## config.mk

```make
export PLATFORM = sky130hd
export DESIGN_NAME = prog_sequencer
export DESIGN_NICKNAME = d
export VERILOG_FILES = /design/src/rtl/seq_pkg.sv /design/src/rtl/seq_perf_cnt.sv /design/src/rtl/prog_sequencer.sv
export SDC_FILE = /design/constraint.sdc
export NUM_CORES = 1
export LEC_CHECK = 0
export ABC_CLOCK_PERIOD_IN_PS = 2150
export BUFFER_PORTS_ARGS = -buffer_cell sky130_fd_sc_hd__buf_2
export CAP_MARGIN = 20
export CORE_UTILIZATION = 42
export DETAILED_ROUTE_END_ITERATION = 8
export GPL_TIMING_DRIVEN = 0
export HOLD_SLACK_MARGIN = 0.06
export PLACE_DENSITY = 0.67
export SYNTH_ARGS = -nofsm -noshare
export SYNTH_HDL_FRONTEND = slang
export SYNTH_SLANG_ARGS = --single-unit
```

## constraint.sdc

```tcl
create_clock -name Clk -period 2.15 [get_ports Clk]
set_clock_uncertainty 0.1 [all_clocks]
set_input_delay 0.215 -clock Clk [delete_from_list [all_inputs] [get_ports Clk]]
set_output_delay 0.215 -clock Clk [all_outputs]
set_load 0.03 [all_outputs]
```

## src/rtl/seq_pkg.sv

```systemverilog
// Shared types and opcode constants for the program sequencer.
// Holds the FSM state type and the instruction-class decoder.
package seq_pkg;

    typedef enum logic [2:0] {
        S_IDLE   = 3'd0,
        S_FETCH  = 3'd1,
        S_DECODE = 3'd2,
        S_EXEC   = 3'd3,
        S_MEM    = 3'd4,
        S_WB     = 3'd5,
        S_DONE   = 3'd6
    } state_e;

    localparam logic [2:0] OP_RTYPE0 = 3'b000;
    localparam logic [2:0] OP_RTYPE1 = 3'b001;
    localparam logic [2:0] OP_RTYPE2 = 3'b010;
    localparam logic [2:0] OP_IMM    = 3'b011;
    localparam logic [2:0] OP_LOAD   = 3'b100;
    localparam logic [2:0] OP_STORE  = 3'b101;
    localparam logic [2:0] OP_BRANCH = 3'b110;
    localparam logic [2:0] OP_HALT   = 3'b111;

    typedef struct packed {
        logic reg_dst;
        logic mem_to_reg;
        logic mem_write;
        logic branch;
    } cls_t;

    function automatic cls_t decode_cls(input logic [2:0] op);
        cls_t c;
        c = '0;
        case (op)
            OP_RTYPE0,
            OP_RTYPE1,
            OP_RTYPE2: c.reg_dst = 1'b1;
            OP_LOAD: begin
                c.reg_dst    = 1'b1;
                c.mem_to_reg = 1'b1;
            end
            OP_STORE: begin
                c.reg_dst   = 1'b1;
                c.mem_write = 1'b1;
            end
            OP_BRANCH: begin
                c.reg_dst = 1'b1;
                c.branch  = 1'b1;
            end
            default: c = '0;
        endcase
        return c;
    endfunction

endpackage

```

## src/rtl/seq_perf_cnt.sv

```systemverilog
// Saturating cycle and instruction counters for the sequencer.
// Cleared at run start; they stop naturally when the run ends.
module seq_perf_cnt (
    input  logic        Clk,
    input  logic        Reset,
    input  logic        clr_i,
    input  logic        cyc_inc_i,
    input  logic        ins_inc_i,
    output logic [15:0] cycle_cnt_o,
    output logic [15:0] instr_cnt_o
);

    logic [15:0] cyc_q;
    logic [15:0] ins_q;

    // count busy cycles and decodes, saturating at all-ones
    always_ff @(posedge Clk) begin
        if (Reset || clr_i) begin
            cyc_q <= '0;
            ins_q <= '0;
        end else begin
            if (cyc_inc_i && (cyc_q != 16'hFFFF))
                cyc_q <= cyc_q + 16'd1;
            if (ins_inc_i && (ins_q != 16'hFFFF))
                ins_q <= ins_q + 16'd1;
        end
    end

    assign cycle_cnt_o = cyc_q;
    assign instr_cnt_o = ins_q;

endmodule

```

## src/rtl/prog_sequencer.sv

```systemverilog
// Multi-cycle fetch/decode/exec/mem/wb sequencer with Start/Ack.
// Define SEQ_PERF_CNT_EN to add cycle_cnt/instr_cnt outputs.
module prog_sequencer
    import seq_pkg::*;
#(
    parameter int PC_W        = 8,
    parameter int MEM_TIMEOUT = 15
) (
    input  logic            Clk,
    input  logic            Reset,
    input  logic            Start,
    input  logic [8:0]      mach_code,
    input  logic            branch_taken,
    input  logic [PC_W-1:0] target,
    input  logic            mem_ready,
    output logic [PC_W-1:0] pc,
    output logic [8:0]      ir,
    output logic            RegDst,
    output logic            MemtoReg,
    output logic            MemWrite,
    output logic            Branch,
    output logic            reg_we,
    output logic            mem_req,
    output logic            mem_we,
    output logic            busy,
    output logic            Ack,
    output logic            mem_err
`ifdef SEQ_PERF_CNT_EN
    ,
    output logic [15:0]     cycle_cnt,
    output logic [15:0]     instr_cnt
`endif
);

    localparam int TW = $clog2(MEM_TIMEOUT + 1);
    localparam logic [TW-1:0] TMO_LAST = TW'(MEM_TIMEOUT - 1);

    state_e          state_q, state_d;
    logic [PC_W-1:0] pc_q, pc_d, pc_inc;
    logic [8:0]      ir_q, ir_d;
    cls_t            cls_q, cls_d;
    logic            err_q, err_d;
    logic [TW-1:0]   tmo_q, tmo_d;
    logic            busy_q, busy_d;
    logic            ack_q, ack_d;
    logic [2:0]      op;

    assign pc_inc = pc_q + PC_W'(1);
    assign op     = ir_q[8:6];

    // next-state, pc, ir, class and timeout update
    always_comb begin
        state_d = state_q;
        pc_d    = pc_q;
        ir_d    = ir_q;
        cls_d   = cls_q;
        err_d   = err_q;
        tmo_d   = '0;
        unique case (state_q)
            S_IDLE: begin
                if (Start) begin
                    pc_d    = '0;
                    err_d   = 1'b0;
                    state_d = S_FETCH;
                end
            end
            S_FETCH: begin
                ir_d    = mach_code;
                state_d = S_DECODE;
            end
            S_DECODE: begin
                if (op == OP_HALT) begin
                    cls_d   = '0;
                    state_d = S_DONE;
                end else begin
                    cls_d   = decode_cls(op);
                    state_d = S_EXEC;
                end
            end
            S_EXEC: begin
                if (cls_q.branch) begin
                    pc_d    = branch_taken ? target : pc_inc;
                    state_d = S_FETCH;
                end else if (cls_q.mem_to_reg || cls_q.mem_write) begin
                    state_d = S_MEM;
                end else begin
                    state_d = S_WB;
                end
            end
            S_MEM: begin
                if (mem_ready) begin
                    if (cls_q.mem_write) begin
                        pc_d    = pc_inc;
                        state_d = S_FETCH;
                    end else begin
                        state_d = S_WB;
                    end
                end else if (tmo_q == TMO_LAST) begin
                    err_d   = 1'b1;
                    cls_d   = '0;
                    state_d = S_DONE;
                end else begin
                    tmo_d = tmo_q + TW'(1);
                end
            end
            S_WB: begin
                pc_d    = pc_inc;
                state_d = S_FETCH;
            end
            S_DONE: begin
                if (!Start)
                    state_d = S_IDLE;
            end
            default: state_d = S_IDLE;
        endcase
        busy_d = (state_d != S_IDLE) && (state_d != S_DONE);
        ack_d  = (state_d == S_DONE);
    end

    // state and registered outputs
    always_ff @(posedge Clk) begin
        if (Reset) begin
            state_q <= S_IDLE;
            pc_q    <= '0;
            ir_q    <= '0;
            cls_q   <= '0;
            err_q   <= 1'b0;
            tmo_q   <= '0;
            busy_q  <= 1'b0;
            ack_q   <= 1'b0;
        end else begin
            state_q <= state_d;
            pc_q    <= pc_d;
            ir_q    <= ir_d;
            cls_q   <= cls_d;
            err_q   <= err_d;
            tmo_q   <= tmo_d;
            busy_q  <= busy_d;
            ack_q   <= ack_d;
        end
    end

    assign pc       = pc_q;
    assign ir       = ir_q;
    assign RegDst   = cls_q.reg_dst;
    assign MemtoReg = cls_q.mem_to_reg;
    assign MemWrite = cls_q.mem_write;
    assign Branch   = cls_q.branch;
    assign busy     = busy_q;
    assign Ack      = ack_q;
    assign mem_err  = err_q;
    assign mem_req  = (state_q == S_MEM);
    assign mem_we   = (state_q == S_MEM) && cls_q.mem_write;
    assign reg_we   = (state_q == S_WB);

`ifdef SEQ_PERF_CNT_EN
    logic perf_clr;
    logic perf_ins;

    assign perf_clr = (state_q == S_IDLE) && Start;
    assign perf_ins = (state_q == S_DECODE);

    seq_perf_cnt u_perf (
        .Clk         (Clk),
        .Reset       (Reset),
        .clr_i       (perf_clr),
        .cyc_inc_i   (busy_q),
        .ins_inc_i   (perf_ins),
        .cycle_cnt_o (cycle_cnt),
        .instr_cnt_o (instr_cnt)
    );
`endif

endmodule

```

After elaboration in Yosys (flattened, before gate mapping). Cells that the tools add are included.

Add/subtract/negate cells: 2. Equality and inequality tests: 21. Mux-type cells: 27. Bitwise logic cells: 1. Reductions and logical operators: 14.

Operators by type and width (number): 8-bit 2-to-1 mux (5); 8-bit one-hot mux with 4 select lines (1); 3-bit == test, second input constant (8); 3-bit 2-to-1 mux (7); 3-bit one-hot mux with 7 select lines (1); 4-bit 2-to-1 mux (3); 3-bit by 2-bit == test with 1-bit output, second input constant (3); 8-bit by 1-bit adder with 8-bit output, second input constant (1); 1-bit 2-to-1 mux (8); 2-bit != test, second input constant (4); 4-bit one-hot mux with 2 select lines (1); 3-bit by 1-bit == test with 1-bit output, second input constant (2); 3-bit zero test (2); 6-bit OR reduction (1); 5-bit AND reduction (1); 4-bit by 1-bit adder with 4-bit output, second input constant (1); 4-bit == test, second input constant (1); 2-bit by 1-bit != test with 1-bit output, second input constant (2); 4-bit AND reduction (1); 2-bit nonzero test (2); 4-bit nonzero test (1); 4-bit OR reduction (1); 3-bit != test, second input constant (1); 3-bit AND reduction (1); 5 further kinds (6).

Flip-flop bits (word level): 31.

Longest topological paths before layout. Gate-level depths: netlist of run 1.

Word-level depth: 6. Gate-level depth with buffers: 6. Gate-level depth less buffers: 6.

Least setup slack after synthesis of run 1. Ideal clock, no wire load.

Path type: register -> output. Start point: reg state_q[1]. End point: out mem_we. Arrival: 1.437 ns. Data required time: 1.835 ns. Path slack: 0.398 ns. Cell stages (with the launch flop): 3. Path through: dfxtp_1 > nor3b_2 > and2_1.

Longest elaborated chain between the ends: 2.

Ends and longest elaborated chain: start: declaration (line prog_sequencer.sv:38) `state_e state_q, state_d;`; start signal: assignment (line prog_sequencer.sv:132) `state_q <= state_d;`; 3-bit == test; via mem_req (line prog_sequencer.sv:23) `output logic mem_req,`; 1-bit logical AND (line prog_sequencer.sv:153) `assign mem_we = (state_q == S_MEM) && cls_q.mem_write;`; end: declaration (line prog_sequencer.sv:24) `output logic mem_we,`.

The timed path passes the listed nets, and every way through them passes these cells.

Worst setup path after layout of run 1.
Start point: reg state_q[2]. End point: out mem_we.

Longest elaborated chain between the ends: 2.

Ends and longest elaborated chain (line): 3-bit == test (prog_sequencer.sv:153); 1-bit logical AND (prog_sequencer.sv:153).

No other way between the ends.

==> results.cfg, run 1 <==
[status]
status = finished clean

[cts]
cts_setup_buffers = 0
cts_tree = built
root_buffer = clkbuf_8
clock_latency_ps = 280
cts_sinks = 31
cts_max_path_buffers = 2
postCtsResizedCells = 0
cts_buffers = 5
htree_levels = 2
hold_buffers = 2
path_clk_slew_ps = 70

[power_and_ir_drop]
peakVddDrop_mv = 0.440
power.total_uw = 1550
leakage_uw = 0.000835
power.density_mw_per_mm2 = 752

[layout]
final_common_cell = buf_2
syn_to_final_growth_pct = 24.2
nets = 270
num_antenna_cells = 0
drive_above_1_share = 0.260
final_cell_mix = buf_2, dfxtp_1, nor2_1

[floorplan]
coreArea_sq_mm = 0.00372
io_pins = 49
die_w_um = 64.8
initial_core_util = 0.445
die_height_um = 64.8
die_area_sq_mm = 0.00420
fp-row-count = 22

[placed_design]
post-place-ws_ps = 344
gp_congestion = 0.917
port_buffers = 47
hpwlAfterDp_mm = 3.07

[run]
cap_viol_max_count = 0

[route]
first_iter_violations = 117
num_vias = 1646
drc_errors = 0
firstDrtPassIters = 4
avgViaCountPerCell = 5.60
ant_nets = 0
wl_per_cell_um = 14.5
totalWireLength_mm = 4.26

[logic_synthesis]
synthMuxAreaShare = 0.0665
yosysWarnings = 0
yosysUniqueCellTypes = 47
synthesis.area_sq_mm = 0.00166
syn_avg_cell_area_sq_um = 8.76
synthArstFlopShare = 0
synth_compound_gate_area_share = 0.230
synthAdderAreaFrac = 0.0227
synth_top_family_by_area = simple AND/OR/NAND/NOR gates
syn-num-nets = 214
synth-edff-count = 0
yosys.area_share.simple = 0.239
synth_xor_area_frac = 0.0212
ys_seq_area_frac = 0.375
syn_inst = 189
ys_seq_elements = 31
synth_top_flop_cell = dfxtp_1

[sta]
period_share = 0.868
setup_slack_ps = 283
setup_violations = 0
final-hold-violation-count = 0
fmax_ghz = 0.536
worst_pin_slew_ps = 542
slew_headroom = 0.637
slew_violations = 0
min_period_ps = 1870
tns_ps = 0
rsz0062_at_grt = false

[critical_path]
path_max_fanout = 7
crit_slowest_cell = nor3b_2
start_kind = register
end_kind = primary output
cp_data_arrival_time_ps = 1550
critPathKind = register to primary output
crit_chain = nor3b_2 > and2_1 > buf_2
required_ps = 1840
worst_path_largest_cell_delay_ps = 500

[global_routing]
first_global_vias = 1569
grt_pass1_wl_mm = 7.32
grt_max_degree = 11
grt_antenna_before_repair = 0
grt-ovfl-total = 0
grt_use_total = 0.230

[worst_hold_path]
hp-class = primary input to register
-- critical path: cells and delay by family (launching register included) --
family	cells	cell delay (ps)
flip-flops	1	390
AND/OR/NAND/NOR	2	690
buffers and inverters	1	190
-- power by group --
part,total [uW],switching [uW],internal (uW)
clock network,449,224,226
registers,678,56.9,621
logic,418,270,149
total,1550,550,996
-- stage by stage --
stage	instances	utilization	hold WS [ps]	instance area [sq um]
floorplan	189	-	231	1660
global placement	284	0.525	347	1950
detailed placement	284	0.525	357	1950
CTS	294	0.553	62.7	2060
global route	294	0.553	83.1	2060
finish	294	0.553	67.1	2060
-- synth_stat cells (all sizes together), types with 2 or more instances --
cell type | count | area share
xnor2 | 3 | 0.016
and2 | 2 | 0.0076
o311ai | 2 | 0.011
o21ai | 5 | 0.015
buf | 3 | 0.012
nor2b | 3 | 0.011
inv | 10 | 0.023
and3 | 3 | 0.011
clkbuf | 5 | 0.011
nand4 | 3 | 0.011
nand2b | 5 | 0.019
a21oi | 8 | 0.026
nand2 | 11 | 0.025
a311oi | 5 | 0.026
a32oi | 3 | 0.016
o32ai | 3 | 0.016
nor2 | 25 | 0.061
a2111oi | 2 | 0.011
a31oi | 3 | 0.011
o2bb2ai | 2 | 0.022
nor3b | 3 | 0.017
nand3 | 10 | 0.030
a211oi | 6 | 0.027
mux2i | 11 | 0.067
ha | 3 | 0.023
dfxtp | 31 | 0.37
o31ai | 2 | 0.0091
nor3 | 3 | 0.0091
-- area by class of cell --
type                    count  area [sq um]
repair buffers             49           255
inverters                  10          37.5
plain buffers               8          38.8
flip-flops and latches     31           621
multi-input cells         140           958
clock inverters             2          12.5
well taps                  48          60.1
fillers                   359          1660
clock buffers               6          72.6
-- sequential cells by signal, indices dropped and copies added, names as in the netlist --
| register | count |
|---|---|
| Ack | 1 |
| MemtoReg | 1 |
| RegDst | 1 |
| ir | 9 |
| MemWrite | 1 |
| busy | 1 |
| state_q | 3 |
| mem_err | 1 |
| pc | 8 |
| tmo_q | 4 |
| Branch | 1 |
-- final timing paths --
| kind | from | end | slack [ps] | depth (start not counted) |
|---|---|---|---|---|
| hold reg to reg | tmo_q[0]$_SDFF_PP0_ | tmo_q[0]$_SDFF_PP0_ | 370 | 1 |
| hold / removal | mach_code[4] | ir[4]$_SDFFE_PP0P_ | 70 | 3 |
| setup reg to reg | state_q[2]$_SDFF_PP0_ | pc[2]$_SDFFE_PP0P_ | 330 | 5 |
| setup / recovery | state_q[2]$_SDFF_PP0_ | mem_we | 280 | 3 |
-- metal layers --
metal | routed length [um] | vias up | GRT usage
met1 | 1990 | 755 | 0.293
li1 | - | 818 | -
met3 | 308 | 6 | 0.0599
met5 | 0 | - | 0
met2 | 1910 | 67 | 0.367
met4 | 44 | 0 | 0.0889
-- cell families after synthesis --
logic type                 after synthesis
DFF                                     31
and+or+nand+nor                         75
muxes                                   11
buffers and inverters                   18
AOI/OAI and AO/OA                       47
adders and majority gates                3
xor gates and xnor gates                 4
Power figures use the tool's default switching activity.
==> inputs of run 2 (changes only) <==
BUFFER_PORTS_ARGS = -buffer_cell sky130_fd_sc_hd__buf_4   (was -buffer_cell sky130_fd_sc_hd__buf_2)
==> results.cfg, run 2 (synthesis gave the netlist of run 1 again) <==
[critical_path]
critPathKind = register to primary output
cp_data_arrival_time_ps = 1580
end_kind = primary output
required_ps = 1840
path_max_fanout = 7
start_kind = register

[layout]
num_antenna_cells = 0
syn_to_final_growth_pct = 33.0
final_cell_mix = buf_4, dfxtp_1, nor2_1
drive_above_1_share = 0.262
final_common_cell = buf_4
utilization = 0.592
final_cells = 292
fillCellCount = 354
nets = 268
largest_reg_flops = 9
multi_input_area_sq_um = 958
seqCellArea_sq_um = 621

[placed_design]
place_inst = 284
port_buffers = 47
gp_congestion = 0.864
hpwlAfterDp_mm = 3.09
post-place-ws_ps = 367

[sta]
rsz0062_at_grt = false
final-hold-violation-count = 0
tns_ps = 0
slew_violations = 0
setup_violations = 0
slew_headroom = 0.594
min_period_ps = 1890
setup_slack_ps = 257
period_share = 0.880
worst_pin_slew_ps = 606
fmax_ghz = 0.528

[global_routing]
grt_max_degree = 11
grt_use_total = 0.216
grt-ovfl-total = 0
grt_pass1_wl_mm = 7.00
grt_antenna_before_repair = 0
first_global_vias = 1480

[route]
first_iter_violations = 149
num_vias = 1621
totalWireLength_mm = 4.31
drc_errors = 0
firstDrtPassIters = 4
wl_per_cell_um = 14.8
ant_nets = 0
avgViaCountPerCell = 5.55

[power_and_ir_drop]
power.density_mw_per_mm2 = 822
p_comb_frac = 0.245
leakage_uw = 0.000869
p_clk_frac = 0.379
power_frac_seq = 0.376
p_sw_frac = 0.302
power.switching_uw = 546
power.total_uw = 1810
p_int_uw = 1260
peakVddDrop_mv = 0.450

[floorplan]
io_pins = 49
die_area_sq_mm = 0.00420
fp-row-count = 22
coreArea_sq_mm = 0.00372
die_w_um = 64.8
initial_core_util = 0.445
die_height_um = 64.8

[cts]
cts_buffers = 5
htree_levels = 2
cts_setup_buffers = 0
postCtsResizedCells = 0
path_clk_slew_ps = 70
cts_sinks = 31
cts_max_path_buffers = 2
cts_tree = built
root_buffer = clkbuf_8
clock_latency_ps = 280
hold_buffers = 0

[run]
cap_viol_max_count = 0

[status]
status = finished clean

[worst_hold_path]
hp-class = primary input to register
run 2: area by class of cell:
| type | instances | share of cell area |
|---|---|---|
| inverters | 10 | 0.0171 |
| well taps | 48 | 0.0273 |
| repair buffers | 47 | 0.160 |
| clock inverters | 2 | 0.0273 |
| multi-input cells | 140 | 0.435 |
| clock buffers | 6 | 0.0330 |
| flip-flops and latches | 31 | 0.282 |
| plain buffers | 8 | 0.0176 |
run 2: worst max-delay path: stages, from the launching register on:
cell and delay (ps):
dfxtp_1 390, nor3b_2 550, and2_1 210, buf_4 150
run 2: power by group through the flow:
stage | clock (uW) | combinational [uW] | sequential (uW)
floorplan | 0 | 220 | 758
global placement | 0 | 441 | 693
detailed placement | 0 | 441 | 692
CTS | 692 | 443 | 680
global route | 727 | 475 | 690
finish | 686 | 443 | 681
run 2: stage by stage:
| stage | cell area [sq um] | hold WS [ps] |
|---|---|---|
| finish | 2200 | 69.9 |
| floorplan | 1660 | 231 |
| detailed placement | 2070 | 356 |
| global route | 2200 | 79.1 |
| global placement | 2070 | 346 |
| CTS | 2200 | 70.1 |
run 2: path summary, 6_finish.rpt:
path	depth (start not counted)	slack, ps	startpoint	end
worst min-delay path	3	70	mach_code[5]	ir[5]$_SDFFE_PP0P_
worst min register to register	1	360	tmo_q[0]$_SDFF_PP0_	tmo_q[0]$_SDFF_PP0_
worst max-delay path	3	260	state_q[2]$_SDFF_PP0_	mem_we
worst max register to register	5	330	state_q[2]$_SDFF_PP0_	pc[0]$_SDFFE_PP0P_
run 2: metal layers:
layer  track usage  vias up  routed length, um
met3        0.0563        2                302
met2         0.322       58               1920
met5             0        -                  0
met1         0.294      750               2060
met4        0.0861        0                 23
li1              -      811                  -
